**config.mk**
```make
export PLATFORM = sky130hd
export DESIGN_NAME = uart_tx_param
export DESIGN_NICKNAME = d
export VERILOG_FILES = /design/src/rtl/uart_tx_param.sv
export SDC_FILE = /design/constraint.sdc
export NUM_CORES = 1
export LEC_CHECK = 0
export ABC_AREA = 0
export ABC_CLOCK_PERIOD_IN_PS = 9300
export CAP_MARGIN = 10
export CORE_MARGIN = 1
export CORE_UTILIZATION = 55
export DETAILED_ROUTE_END_ITERATION = 6
export PLACE_DENSITY = 0.74
export SYNTH_ARGS = -nofsm -noshare
export SYNTH_HDL_FRONTEND = slang
export SYNTH_SLANG_ARGS = --single-unit
```
**constraint.sdc**
```tcl
create_clock -name clk -period 9.3 [get_ports clk]
set_input_delay 1.395 -clock clk [delete_from_list [all_inputs] [get_ports clk]]
set_output_delay 1.395 -clock clk [all_outputs]
set_load 0.02 [all_outputs]
```
**src/rtl/uart_tx_param.sv**
```systemverilog
// uart_tx_param: parametrised LSB-first UART transmitter fed over a valid/ready handshake.
// Define UART_TX_PARITY_EN to add the parity_odd port and a parity bit after the data bits.
module uart_tx_param #(
    parameter int CLK_FREQ_HZ = 50_000_000,
    parameter int DATA_W      = 8,
    parameter int DIV_W       = 16
) (
    input  logic              clk,
    input  logic              reset_n,
    input  logic [DATA_W-1:0] tx_data,
    input  logic              tx_valid,
    output logic              tx_ready,
    input  logic [2:0]        baud_set,
    input  logic              stop2,
`ifdef UART_TX_PARITY_EN
    input  logic              parity_odd,
`endif
    output logic              uart_tx,
    output logic              tx_busy,
    output logic              tx_done
);

    localparam int IDX_W = (DATA_W > 1) ? $clog2(DATA_W) : 1;

    localparam logic [DIV_W-1:0] DIV_9600   = DIV_W'(CLK_FREQ_HZ / 9600);
    localparam logic [DIV_W-1:0] DIV_19200  = DIV_W'(CLK_FREQ_HZ / 19200);
    localparam logic [DIV_W-1:0] DIV_38400  = DIV_W'(CLK_FREQ_HZ / 38400);
    localparam logic [DIV_W-1:0] DIV_57600  = DIV_W'(CLK_FREQ_HZ / 57600);
    localparam logic [DIV_W-1:0] DIV_115200 = DIV_W'(CLK_FREQ_HZ / 115200);
    localparam logic [IDX_W-1:0] LAST_IDX   = IDX_W'(DATA_W - 1);

    typedef enum logic [2:0] {
        ST_IDLE,
        ST_START,
        ST_DATA,
`ifdef UART_TX_PARITY_EN
        ST_PARITY,
`endif
        ST_STOP
    } state_t;

    function automatic logic [DIV_W-1:0] baud_div(input logic [2:0] sel);
        case (sel)
            3'd1:    return DIV_19200;
            3'd2:    return DIV_38400;
            3'd3:    return DIV_57600;
            3'd4:    return DIV_115200;
            default: return DIV_9600;
        endcase
    endfunction

    state_t            state_q, state_d;
    logic [DIV_W-1:0]  cnt_q, cnt_d;
    logic [DIV_W-1:0]  div_q, div_d;
    logic [DATA_W-1:0] data_q, data_d;
    logic [IDX_W-1:0]  idx_q, idx_d;
    logic              stop2_q, stop2_d;
    logic              stop_second_q, stop_second_d;
`ifdef UART_TX_PARITY_EN
    logic              par_q, par_d;
`endif
    logic              tx_q, tx_d;
    logic              done_q, done_d;
    logic              ready_q;
    logic              busy_q;
    logic              accept;
    logic              bit_end;

    assign accept   = tx_valid && ready_q;
    assign bit_end  = (cnt_q == div_q - 1'b1);

    assign uart_tx  = tx_q;
    assign tx_ready = ready_q;
    assign tx_busy  = busy_q;
    assign tx_done  = done_q;

    // NOTE: every variable written here gets a default first, so no path can leave one
    // unassigned and infer a latch.
    always_comb begin
        state_d       = state_q;
        cnt_d         = cnt_q;
        div_d         = div_q;
        data_d        = data_q;
        idx_d         = idx_q;
        stop2_d       = stop2_q;
        stop_second_d = stop_second_q;
`ifdef UART_TX_PARITY_EN
        par_d         = par_q;
`endif
        tx_d          = 1'b1;
        done_d        = 1'b0;

        if (state_q != ST_IDLE) begin
            cnt_d = bit_end ? '0 : cnt_q + 1'b1;
        end

        case (state_q)
            ST_IDLE: begin
                if (accept) begin
                    state_d = ST_START;
                    cnt_d   = '0;
                    div_d   = baud_div(baud_set);
                    data_d  = tx_data;
                    stop2_d = stop2;
`ifdef UART_TX_PARITY_EN
                    par_d   = (^tx_data) ^ parity_odd;
`endif
                end
            end
            ST_START: begin
                if (bit_end) begin
                    state_d = ST_DATA;
                    idx_d   = '0;
                end
            end
            ST_DATA: begin
                if (bit_end) begin
                    if (idx_q == LAST_IDX) begin
`ifdef UART_TX_PARITY_EN
                        state_d       = ST_PARITY;
`else
                        state_d       = ST_STOP;
`endif
                        stop_second_d = 1'b0;
                    end else begin
                        idx_d = idx_q + 1'b1;
                    end
                end
            end
`ifdef UART_TX_PARITY_EN
            ST_PARITY: begin
                if (bit_end) begin
                    state_d       = ST_STOP;
                    stop_second_d = 1'b0;
                end
            end
`endif
            ST_STOP: begin
                if (bit_end) begin
                    if (stop2_q && !stop_second_q) begin
                        stop_second_d = 1'b1;
                    end else begin
                        state_d = ST_IDLE;
                    end
                end
            end
            default: state_d = ST_IDLE;
        endcase

        // Outputs are decoded from the next state and registered, so uart_tx never glitches.
        case (state_d)
            ST_START:  tx_d = 1'b0;
            ST_DATA:   tx_d = data_d[idx_d];
`ifdef UART_TX_PARITY_EN
            ST_PARITY: tx_d = par_d;
`endif
            default:   tx_d = 1'b1;
        endcase

        done_d = (state_d == ST_STOP) && (cnt_d == div_d - 1'b1) &&
                 (stop_second_d || !stop2_d);
    end

    // NOTE: sequential state uses non-blocking assignments only, so every register
    // samples the pre-edge value of every other register.
    always_ff @(posedge clk or negedge reset_n) begin
        if (!reset_n) begin
            state_q       <= ST_IDLE;
            cnt_q         <= '0;
            div_q         <= '0;
            // NOTE: the word/config holding registers are reset too, so nothing on the
            // line can ever depend on X left over from power-up.
            data_q        <= '0;
            idx_q         <= '0;
            stop2_q       <= 1'b0;
            stop_second_q <= 1'b0;
`ifdef UART_TX_PARITY_EN
            par_q         <= 1'b0;
`endif
            tx_q          <= 1'b1;
            done_q        <= 1'b0;
            ready_q       <= 1'b1;
            busy_q        <= 1'b0;
        end else begin
            state_q       <= state_d;
            cnt_q         <= cnt_d;
            div_q         <= div_d;
            data_q        <= data_d;
            idx_q         <= idx_d;
            stop2_q       <= stop2_d;
            stop_second_q <= stop_second_d;
`ifdef UART_TX_PARITY_EN
            par_q         <= par_d;
`endif
            tx_q          <= tx_d;
            done_q        <= done_d;
            ready_q       <= (state_d == ST_IDLE);
            busy_q        <= (state_d != ST_IDLE);
        end
    end

endmodule

```
**Yosys cells after proc, flatten, opt, wreduce, memory -nomap -nowiden**

Cells that the tools add are included.

- $add $sub $neg: 4
- $lt $le $gt $ge: 1
- Eq/ne operators: 13
- Mux-type cells: 30
- Reduce and logical (&&, ||, !) cells: 11

Operator list:

| operator | count |
|---|---|
| $mux W16 | 6 |
| $pmux W13 S4 | 1 |
| $eq A16 B16 Y1 | 2 |
| $sub A16 B1 Y16 const B | 2 |
| $mux W3 | 9 |
| $eq A3 B2 Y1 const B | 6 |
| $add A16 B1 Y16 const B | 1 |
| $mux W8 | 2 |
| $pmux W3 S4 | 1 |
| $eq A3 B1 Y1 const B | 3 |
| $mux W1 | 7 |
| $eq A3 B3 Y1 const B | 2 |
| $logic_not A3 Y1 | 2 |
| $pmux W3 S2 | 1 |
| $reduce_bool A3 Y1 | 2 |
| $logic_and A1 B1 Y1 | 4 |
| $lt A3 B4 Y1 const B | 1 |
| $pmux W1 S2 | 2 |
| $add A3 B1 Y3 const B | 1 |
| $bmux W1 S3 | 1 |
| $logic_not A1 Y1 | 2 |
| $logic_or A1 B1 Y1 | 1 |

- Register bits after elaboration: 52
- Input port bits: 15
- Output and inout port bits: 4

**Depth between registers and ports, before layout**

- Depth after elaboration: 9
- Depth in mapped cells: 16
- Mapped depth without buffers: 13

**Worst setup path before layout**

No wires, ideal clock.

- Path type: input to register
- From: in tx_valid
- To: reg done_q, in the netlist tx_done
- Arrival: 3817 ps
- Slack: 5372 ps
- Stages on the path: 14
- Path buffers: 3
- Cell sequence: nand3_1 clkbuf_1 clkbuf_1 buf_1 nand2_1 ha_1 and4_1 nand3_1 xnor2_1 and3_1 o21ai_0 a21oi_1 nand4_1 a2111oi_2

- Longest elaborated chain between the ends: 7
- Elaborated cells between the ends (all ways): 16
- Classes of those cells: add/sub (1); eq/ne (2); mux (8); reduce/logical (5)

Ends and longest elaborated chain:

| element | RTL line | text |
|---|---|---|
| start: declaration | 11 | `input logic tx_valid,` |
| $logic_and A1 B1 Y1 * | 69 | `assign accept = tx_valid && ready_q;` |
| $mux W16 | 99 | `if (accept) begin` |
| $mux W16 | 97 | `case (state_q)` |
| $sub A16 B1 Y16 | 160 | `done_d = (state_d == ST_STOP) && (cnt_d == div_d - 1'b1) &&` |
| $eq A16 B16 Y1 | 160 |  |
| $logic_and A1 B1 Y1 | 160 |  |
| $logic_and A1 B1 Y1 * | 160 |  |
| net done_d | 63 | `logic done_q, done_d;` |
| end signal: assignment | 196 | `done_q <= done_d;` |
| end: declaration | 63 |  |

Mark *: on every way through the listed nets, which the timed path passes. The rest lies on a longest branch.

**Worst setup path after layout**

- From: reg div_q[8]
- To: reg done_q, in the netlist tx_done

- Longest elaborated chain between the ends: 9
- Elaborated cells between the ends (all ways): 21
- Classes of those cells: add/sub (2); eq/ne (3); mux (13); reduce/logical (3)

Ends and longest elaborated chain:

| element | RTL line | text |
|---|---|---|
| start: declaration | 54 | `logic [DIV_W-1:0] div_q, div_d;` |
| start signal: assignment | 187 | `div_q <= div_d;` |
| $sub A16 B1 Y16 * | 70 | `assign bit_end = (cnt_q == div_q - 1'b1);` |
| $eq A16 B16 Y1 * | 70 |  |
| $mux W16 * | 94 | `cnt_d = bit_end ? '0 : cnt_q + 1'b1;` |
| $mux W16 * | 93 | `if (state_q != ST_IDLE) begin` |
| $mux W16 | 99 |  |
| $mux W16 * | 97 |  |
| net cnt_d[12] | 53 | `logic [DIV_W-1:0] cnt_q, cnt_d;` |
| $eq A16 B16 Y1 * | 160 |  |
| $logic_and A1 B1 Y1 * (2 in series) | 160 |  |
| net done_d | 63 |  |

Marks and branches as above.

==> flow_summary_export.csv <==
group,metric,value,unit
outcome,status,"completed",
timing,period_share,47.9,%
detailed_routing,drc_errors,0,
synth,syn_area,0.00368,mm^2
timing,fin_tns_setup,0,ps
worst_setup_path,worst_setup_path_start_kind,"register",
grt,busiest_layer,"met2",
synth,async_flop_share,100,%
grt,grt_max_degree,53,
synth,syn_inst,428,
synth,synth.distinct_cells,74,
timing,fin_worst_skew,11.4,ps
synth,ys.warnings.count,0,
finish,final_layout_size_suffix_gt1_share,8.01,%
finish,area_growth,7.73,%
grt,grt_pass1_vias,3154,
synth,synth_area_per_cell,8.59,um^2
power,powerDensity,161,mW/mm^2
clock_network,clockBufferDepth,2,
worst_setup_path,slowest_stage,"and4_1",
worst_setup_path,cp_max_fo,27,
grt,grt_usage,28.0,%
power,power.internal,0.402,mW
synth,ys_top_cells_by_count,"58 x nand2_1, 50 x dfrtp_1, 36 x xnor2_1",
synth,yosysMostFrequentCell,"nand2_1",
timing,min_period,4460,ps
power,combPwrFrac,32.5,%
worst_setup_path,critical_path_class,"reg2reg",
clock_network,root_buffer,"clkbuf_8",
finish,n_fill_cell,541,
grt,use_met2,44.2,%
clock_network,htreeDepth,2,
power,sw_frac_of_total,37.0,%
clock_network,clkSinkCount,52,
placement,io_buffers,18,
timing,fmax,0.224,GHz
clock_network,cts_tree,"built",
worst_setup_path,critical_path_arrival,4660,ps
worst_setup_path,crit_chain,"or4_4 > or3_4 > or4_1 > a22oi_1 > and4_1 > a21oi_1 > and2_1 > xnor2_1 > nand3b_1 > a2111oi_2",
finish,fin_nets,455,
floorplanning,start_util,57.6,%
grt,grt_use_met3,4.65,%
floorplanning,ios,19,
clock_network,post_cts_buffers,0,
floorplanning,die_h,83.8,um
floorplanning,die_w,83.8,um
detailed_routing,drtIter0Drc,245,
finish,multi_input_area,0.00219,mm^2
synth,syn_nets,447,
synth,synth-seq-cells,52,
detailed_routing,detail_route.wl_per_cell,17.9,um
timing,rsz0062_at_grt,"false",
finish,fin_util,62.0,%
grt,use_met1,39.2,%
detailed_routing,via_per_inst,6.23,
power,peakVddDrop,0.0825,mV
synth,synth_enable_flop_cells,0,
timing,holdWs,485,ps
power,p_leak,1.71,nW
job,drv_cap,0,
clock_network,cts_inserted_buffers,5,
clock_network,cts_repair_resize_count,0,
timing,setup_slack,4840,ps
timing,setup_viol,0,
power,clockPowerShare,21.3,%
synth,ys.flop_type,"dfrtp_1",
clock_network,insertion_delay,310,ps
power,power.switching,0.236,mW
timing,slew_viol_final,0,
finish,antenna_cells,0,
hold_path,hold_path_class,"reg2reg",
synth,synth_top_area_share,34.0,%
synth,ys_seq_area_share,35.5,%
floorplanning,row_count,29,
placement,gp_congestion,0.933,
synth,synth_top_cell_by_area,"dfrtp_1",
timing,worst_pin_slew,1060,ps
grt,grt_overflow,0,
floorplanning,core,0.00639,mm^2
worst_setup_path,end_kind,"register",
grt,grt_pass1_wl,15.6,mm
detailed_routing,vias,3200,
clock_network,clk_pin_slew,100,ps
timing,hold_viol,0,
detailed_routing,routed_wl,9.22,mm
power,seqPwrFrac,46.2,%
finish,final-seq-area,0.00130,mm^2
placement,dp_hpwl,6.82,mm
placement,pre_cts_slack,4640,ps
timing,timing.slew.headroom,27.4,%
detailed_routing,ant_nets,0,
worst_setup_path,critPathMaxStageDelay,920,ps
worst_setup_path,required,9500,ps
synth,synth_area_leaders,"dfrtp_1 34%, xnor2_1 8.6%, nand2_1 5.9%",
detailed_routing,drt_first_pass_iters,5,
clock_network,ctsHoldBuffers,0,
floorplanning,dieArea,0.00701,mm^2
grt,antenna_found_initial,0,
==> final timing paths <==
check	end	slack (ps)	cells past startpoint	from
min in group asynchronous	div_q[14]$_DFF_PN0_	1200	2	reset_n
max in group asynchronous	div_q[5]$_DFF_PN0_	7670	2	reset_n
max	tx_done$_DFF_PN0_	4840	10	div_q[8]$_DFF_PN0_
min reg2reg	data_q[3]$_DFF_PN0_	490	2	data_q[3]$_DFF_PN0_
min	data_q[3]$_DFF_PN0_	490	2	data_q[3]$_DFF_PN0_
max reg2reg	tx_done$_DFF_PN0_	4840	10	div_q[8]$_DFF_PN0_
==> through the flow <==
stage	std cells	area, um^2	total power [mW]
after floorplan	428	3680	0.440
after global placement	506	3870	0.497
after detailed placement	506	3870	0.501
after CTS	514	3960	0.638
after global routing	514	3960	0.674
final	514	3960	0.638
==> final cells by class <==
| class | count | share of cell area (%) |
|---|---|---|
| clock buffers | 7 | 2.18 |
| clock inverters | 1 | 0.190 |
| inverters | 20 | 1.90 |
| multi-input cells | 336 | 55.4 |
| flip-flops and latches | 52 | 32.9 |
| well taps | 77 | 2.43 |
| repair buffers | 21 | 4.99 |
==> logic make-up after synthesis <==
logic type	after synthesis	share of synthesized area, %
xor+xnor	55	13.1
other cells	1	0.102
fa+ha+maj	4	1.36
buf+inv	40	4.87
flops	52	35.5
simple gates	197	28.6
mux	3	0.817
compound gates	76	15.7
==> layer usage <==
layer | wire (um) | vias up
li1 | - | 1537
met1 | 4120 | 1518
met2 | 4250 | 125
met3 | 576 | 20
met4 | 272 | 0
met5 | 0 | -
==> flip-flops by register name, indices dropped and copies added, names as in the netlist <==
name           cells
tx_busy            1
stop2_q            1
idx_q              3
tx_done            1
stop_second_q      1
tx_ready           1
div_q             16
state_q            3
cnt_q             16
uart_tx            1
data_q             8
==> cells in the final DEF, fill, tap and decap left out, types with 3 or more instances in the layout <==
cell type	netlist	final
a41oi_1	3	3
a31oi_1	3	3
inv_1	20	20
nor2b_1	6	6
o31ai_1	3	3
and4_1	5	5
nand3_1	14	14
mux2i_1	3	3
clkdlybuf4s50_1	0	17
nand2_1	58	58
nor3_1	16	16
nand3b_1	3	3
a2111oi_0	3	3
o21ai_0	8	8
a211oi_1	7	7
a31o_2	3	3
or4_1	3	3
nand2b_1	8	8
nand4_1	12	12
xnor2_1	36	36
clkbuf_8	0	6
nor4_1	5	5
o21bai_1	3	3
and2_1	7	7
nor2_1	31	31
dfrtp_1	50	50
xor2_1	19	19
and3_1	6	6
a21oi_1	13	13
a21o_1	3	3
ha_1	4	4
buf_4	0	3
or3_1	7	7
==> power by group through the flow <==
stage / clock network (mW) / logic, mW / registers (mW)
finish: 0.136 / 0.207 / 0.295
detailed placement: 0 / 0.204 / 0.298
CTS: 0.139 / 0.206 / 0.293
global placement: 0 / 0.200 / 0.297
floorplan: 0 / 0.161 / 0.280
global route: 0.147 / 0.228 / 0.299
==> worst max-delay path: cells and delay by family (launching register included) <==
kind | cells | cell delay (ps)
compound gates | 3 | 910
xor+xnor | 1 | 130
flops | 1 | 480
simple gates | 6 | 2820
No activity file was read; power rests on OpenSTA's default activity.
